[src/rtl/vgahdmi_timing_shifter.sv]
// vgahdmi_timing_shifter
// Parametrised video timing generator with a packed-word pixel shifter.
// The X/Y counters produce hsync, vsync, de and frame_start.
// Words are pulled from an upstream FIFO with fetch_next.
// Each word is serialised LSB-first into C_bpp-bit palette indices.
// Optional build macro VGAHDMI_TEST_PICTURE_EN:
//   - adds a test_picture input;
//   - when that input is high, the pixel output becomes an X^Y pattern.
module vgahdmi_timing_shifter #(
  parameter int C_resolution_x      = 640,
  parameter int C_hsync_front_porch = 16,
  parameter int C_hsync_pulse       = 96,
  parameter int C_hsync_back_porch  = 48,
  parameter int C_resolution_y      = 480,
  parameter int C_vsync_front_porch = 10,
  parameter int C_vsync_pulse       = 2,
  parameter int C_vsync_back_porch  = 33,
  parameter int C_hsync_polarity    = 0,
  parameter int C_vsync_polarity    = 0,
  parameter int C_word_bits         = 32,
  parameter int C_bpp               = 8,
  parameter int C_counter_bits      = 12
) (
  input  logic                      clk_pixel,
  input  logic                      reset,
`ifdef VGAHDMI_TEST_PICTURE_EN
  input  logic                      test_picture,
`endif
  input  logic [C_word_bits-1:0]    data_word,
  output logic                      fetch_next,
  output logic [C_bpp-1:0]          pixel,
  output logic                      de,
  output logic                      hsync,
  output logic                      vsync,
  output logic                      frame_start,
  output logic [C_counter_bits-1:0] counter_x,
  output logic [C_counter_bits-1:0] counter_y
);

  localparam int FRAME_X = C_resolution_x + C_hsync_front_porch + C_hsync_pulse + C_hsync_back_porch;
  localparam int FRAME_Y = C_resolution_y + C_vsync_front_porch + C_vsync_pulse + C_vsync_back_porch;
  localparam int PPW     = C_word_bits / C_bpp;

  localparam logic [C_counter_bits-1:0] X_LAST   = C_counter_bits'(FRAME_X - 1);
  localparam logic [C_counter_bits-1:0] Y_LAST   = C_counter_bits'(FRAME_Y - 1);
  localparam logic [C_counter_bits-1:0] RES_X    = C_counter_bits'(C_resolution_x);
  localparam logic [C_counter_bits-1:0] RES_Y    = C_counter_bits'(C_resolution_y);
  localparam logic [C_counter_bits-1:0] HS_START = C_counter_bits'(C_resolution_x + C_hsync_front_porch);
  localparam logic [C_counter_bits-1:0] HS_END   = C_counter_bits'(C_resolution_x + C_hsync_front_porch + C_hsync_pulse);
  localparam logic [C_counter_bits-1:0] VS_START = C_counter_bits'(C_resolution_y + C_vsync_front_porch);
  localparam logic [C_counter_bits-1:0] VS_END   = C_counter_bits'(C_resolution_y + C_vsync_front_porch + C_vsync_pulse);
  localparam logic [C_counter_bits-1:0] ONE      = C_counter_bits'(1);
  // Pixels per word is a power of two, so "X mod ppw" is a simple mask of the low bits.
  localparam logic [C_counter_bits-1:0] PPW_MASK = C_counter_bits'(PPW - 1);
  localparam logic HS_POL = (C_hsync_polarity != 0);
  localparam logic VS_POL = (C_vsync_polarity != 0);

  logic                   fetcharea;
  logic                   word_phase;
  logic [C_word_bits-1:0] shift_reg;
  logic                   hsync_i;
  logic                   vsync_i;

  // Raster position: X runs every clock, Y advances at the end of each line.
  always_ff @(posedge clk_pixel) begin
    if (reset) begin
      counter_x <= '0;
      counter_y <= '0;
    end else if (counter_x == X_LAST) begin
      counter_x <= '0;
      if (counter_y == Y_LAST)
        counter_y <= '0;
      else
        counter_y <= counter_y + ONE;
    end else begin
      counter_x <= counter_x + ONE;
    end
  end

  assign fetcharea  = (counter_x < RES_X) && (counter_y < RES_Y);
  assign word_phase = ((counter_x & PPW_MASK) == '0);
  assign fetch_next = fetcharea && word_phase && !reset;

  // de and frame_start are registered one clock behind the counters, matching the shifter latency.
  always_ff @(posedge clk_pixel) begin
    if (reset) begin
      de          <= 1'b0;
      frame_start <= 1'b0;
    end else begin
      de          <= fetcharea;
      frame_start <= (counter_x == '0) && (counter_y == '0);
    end
  end

  // A fetched word is loaded whole, then pixels are shifted out LSB-first with zero fill.
  always_ff @(posedge clk_pixel) begin
    if (reset)
      shift_reg <= '0;
    else if (fetch_next)
      shift_reg <= data_word;
    else
      shift_reg <= shift_reg >> C_bpp;
  end

  // The horizontal pulse is set and cleared at fixed X positions on every line.
  always_ff @(posedge clk_pixel) begin
    if (reset)
      hsync_i <= 1'b0;
    else if (counter_x == HS_START)
      hsync_i <= 1'b1;
    else if (counter_x == HS_END)
      hsync_i <= 1'b0;
  end

  // The vertical pulse looks only at Y, so its edges fall at the start of lines.
  always_ff @(posedge clk_pixel) begin
    if (reset)
      vsync_i <= 1'b0;
    else if (counter_y == VS_START)
      vsync_i <= 1'b1;
    else if (counter_y == VS_END)
      vsync_i <= 1'b0;
  end

  assign hsync = hsync_i ~^ HS_POL;
  assign vsync = vsync_i ~^ VS_POL;

`ifdef VGAHDMI_TEST_PICTURE_EN
  logic [7:0]       pat_x;
  logic [7:0]       pat_y;
  logic [7:0]       pat_xy;
  logic [C_bpp-1:0] pattern_q;

  assign pat_x  = 8'(counter_x);
  assign pat_y  = 8'(counter_y);
  assign pat_xy = pat_x ^ pat_y;

  // The test pattern is registered so that it lines up with de, just like shifter output.
  always_ff @(posedge clk_pixel) begin
    if (reset)
      pattern_q <= '0;
    else
      pattern_q <= pat_xy[C_bpp-1:0];
  end

  // Output pixel selection: blank outside the active area; otherwise pattern or shifted data.
  always_comb begin
    pixel = '0;
    if (de)
      pixel = test_picture ? pattern_q : shift_reg[C_bpp-1:0];
  end
`else
  // Output pixel selection: blank outside the active area.
  always_comb begin
    pixel = '0;
    if (de)
      pixel = shift_reg[C_bpp-1:0];
  end
`endif

endmodule

[config.mk]
export PLATFORM = sky130hd
export DESIGN_NAME = vgahdmi_timing_shifter
export DESIGN_NICKNAME = d
export VERILOG_FILES = /design/src/rtl/vgahdmi_timing_shifter.sv
export SDC_FILE = /design/constraint.sdc
export NUM_CORES = 1
export LEC_CHECK = 0
export ABC_AREA = 1
export CAP_MARGIN = 20
export CORE_MARGIN = 3
export CORE_UTILIZATION = 35
export DETAILED_ROUTE_END_ITERATION = 7
export PLACE_DENSITY = 0.63
export SETUP_SLACK_MARGIN = 0.5
export SLEW_MARGIN = 10
export SYNTH_ARGS = -nofsm -noshare
export SYNTH_HDL_FRONTEND = slang
export SYNTH_SLANG_ARGS = --single-unit
[constraint.sdc]
create_clock -name clk_pixel -period 1.6 [get_ports clk_pixel]
set_input_delay 0.32 -clock clk_pixel [delete_from_list [all_inputs] [get_ports clk_pixel]]
set_output_delay 0.32 -clock clk_pixel [all_outputs]
set_load 0.01 [all_outputs]
==> results by group <==
Placement
  • DP HPWL: 5.63 mm
  • Dpl cell area: 0.00429 mm²
  • GPL Wtd Cong: 0.859
  • I/O Buffers: 70

CTS
  • Clock transition at path regs: 0.07 ns
  • Clock Latency Late Sink: 0.34 ns
  • H-tree levels: 3
  • Root Buffer: clkbuf_8
  • CTS tree: done
  • Max clock buf depth: 2
  • Inserted Clock Buffers: 9
  • Sink Count: 60

GRT
  • Vias in the first global route: 3241
  • Largest net degree at the start of global routing: 30
  • Initial antenna violation count: 0
  • First-pass GRT wire length: 15.2 mm
  • Total GRT Usage: 0.189
  • GRT Residual Overflow: 0

Floorplan
  • Core Area: 0.00846 mm²
  • Die width: 101 µm
  • Die area: 0.0101 mm²
  • Row cnt: 33
  • Die Y: 101 µm
  • # IOs: 71
  • Initial Util: 0.370

Cells and area
  • Share of cells above drive strength 1: 0.426
  • Antenna cells: 0
  • Area Growth Syn to Fin: 76.5%
  • Final nets: 673
  • Layout fillers: 693
  • Core Util, Final: 0.654
  • Max FFs per register: 32
  • Design area: 0.00553 mm²

Routing
  • DR vias: 3387
  • Total Wirelength: 9.35 mm
  • Post-route ant nets: 0
  • Routed met1 length: 3.99 mm
  • Residual DRC: 0
  • Met2 WL post-DR: 4.77 mm
  • Via density: 4.55
  • Iter 0 DRT Violations: 137
  • Initial DRT Pass Iterations: 4
  • Drt wl/cell: 12.6 µm
  • Top Layer Used: met4
  • Met3 wire len: 475 µm

Worst setup path
  • Startpoint types: primary input
  • Worst-path maximum fanout: 2
  • CP arrival: 1.38 ns
  • CP Class: primary input to output port
  • Worst endpoint required time: 1.28 ns
  • Worst r2r src: counter_y[11]
  • Start point of the critical path: reset
  • Crit path capture type: output port
  • R2R cell count: 10

Logic synthesis
  • Synthesized area per cell: 6.44 µm²
  • Ys Warns: 0
  • FF+latch count, synth: 60
  • Mapped Cells: 487
  • Largest cells by area after synthesis: dfxtp_1, inv_1, nand2_1
  • Post-synth top area share: 0.383
  • Post-Syn Nets: 526
  • Unique masters post-synth: 30
  • Sequential-to-total area share from yosys stat: 0.383
  • Post-Syn Area: 0.00313 mm²
  • Yosys top cell by area: dfxtp_1

STA
  • Final Worst Setup Slack: -0.0960 ns
  • Tcrit/Tclk final: 1.06
  • Final Hold Vio Count: 0
  • Worst hold margin: 0.486 ns
  • Unrepaired setup endpoints after global routing: yes
  • Actual slew at the worst max-slew pin: 0.398 ns
  • Fmax: 590 MHz
  • Worst Skew: 0.00640 ns
  • Worst rel slew slack: 0.735
  • Setup TNS: -0.528 ns
  • Final Max Slew Viols: 0
  • Setup violators final: 9
  • Post-route minimum period: 1.70 ns

Run status
  • Failing checks: setup timing
  • Run status: finished with violations

Worst hold path
  • Min-Delay Path Depth: 4
  • HP Start: shift_reg[8]
  • Worst hold path class: register to register

Pwr
  • IR drop worst, VDD: 0.438 mV
  • Lkg Pwr: 2.63 nW
  • Pwr/cell area: 668 mW/mm²

Job
  • Max-cap violations: 0
metrics by stage:
| step | worst slack [ns] | instances | total power, W |
|---|---|---|---|
| after floorplan | 0.174 | 487 | 0.00193 |
| after global routing | -0.165 | 744 | 0.00388 |
| after CTS | -0.109 | 733 | 0.00365 |
| final | -0.0960 | 744 | 0.00370 |
| after global placement | -0.521 | 677 | 0.00210 |
| after detailed placement | -0.509 | 677 | 0.00210 |
logic make-up after synthesis:
| group | Yosys count | synth area share |
|---|---|---|
| flops | 60 | 0.383 |
| simple gates | 254 | 0.361 |
| xor+xnor | 5 | 0.0140 |
| buf+inv | 142 | 0.186 |
| compound gates | 21 | 0.0363 |
| fa+ha+maj | 5 | 0.0200 |
where the power goes:
group | internal, W | switching [W] | leakage (nW) | total [W]
combinational | 0.000364 | 0.000306 | 2.02 | 0.000670
clock | 0.000814 | 0.000638 | 0.101 | 0.00145
sequential | 0.00155 | 0.0000290 | 0.508 | 0.00158
layer usage:
metal,vias up,global-route usage
met2,82,0.321
met1,1532,0.234
li1,1763,-
met3,10,0.0429
met4,0,0.0674
met5,-,0
worst max-delay path: stages:
cell             delay, ns
clkdlybuf4s50_1       0.44
inv_2                 0.09
nand3_2               0.09
nor2_4                0.14
nand4_4               0.12
inv_4                 0.07
buf_6                 0.09
path summary, 6_finish.rpt:
check	to	slack, ns
worst max register to register	shift_reg[19]	-0.04
worst max-delay path	fetch_next	-0.1
worst min-delay path	shift_reg[0]	0.49
worst min register to register	shift_reg[0]	0.49
synth_stat cells:
cell,n
inv_1,123
buf_1,4
nand3b_1,1
a21oi_1,13
ha_1,5
dfxtp_1,60
nand2_2,2
buf_6,5
and3_1,1
inv_2,2
xor2_1,4
clkbuf_1,1
a211oi_1,1
nand4_4,1
nor2_1,75
nor3b_1,2
o21bai_1,2
nand2_1,110
nand4_1,30
nand3_2,2
buf_4,1
xnor2_1,1
nor2_4,2
nor3_1,6
o21ai_0,4
nor4_1,2
nand3_1,19
buf_2,6
o22ai_1,1
nor2_2,1
layout by cell type (no fill, tap or decap), types with 3 or more instances in the layout:
cell type        count
a21oi_1              7
a21oi_2              6
buf_12               5
buf_2                3
buf_4               41
buf_6               65
clkbuf_8             9
clkdlybuf4s50_1     33
dfxtp_1             33
dfxtp_2             11
dfxtp_4             16
ha_4                 3
inv_1              106
inv_2               13
inv_4                5
nand2_1             82
nand2_2             19
nand2_4              9
nand2_8              3
nand3_1              9
nand3_2              9
nand3_4              3
nand4_1             30
nor2_1              48
nor2_2              16
nor2_4              17
nor3_2               4
o21ai_1              4
xor2_1               4
timing repair:
action | CTS | global route
hold endpoints to repair | 0 | 0
endpoints found under the setup margin | 97 | 97
hold buffers | 0 | 0
pin swaps | 19 | 19
setup buffers | 34 | 11
gates cloned | 6 | 0
resized for setup | 277 | 69
area by class of cell:
cell class,instances,area (µm²),share of cell area
well taps,105,131,0.0237
clock buffers,11,153,0.0276
multi-input cells,289,1870,0.338
clock inverters,5,58.8,0.0106
inverters,125,494,0.0893
repair buffers,149,1550,0.280
flip-flops and latches,60,1270,0.230
(Power assumes the default switching activity.)
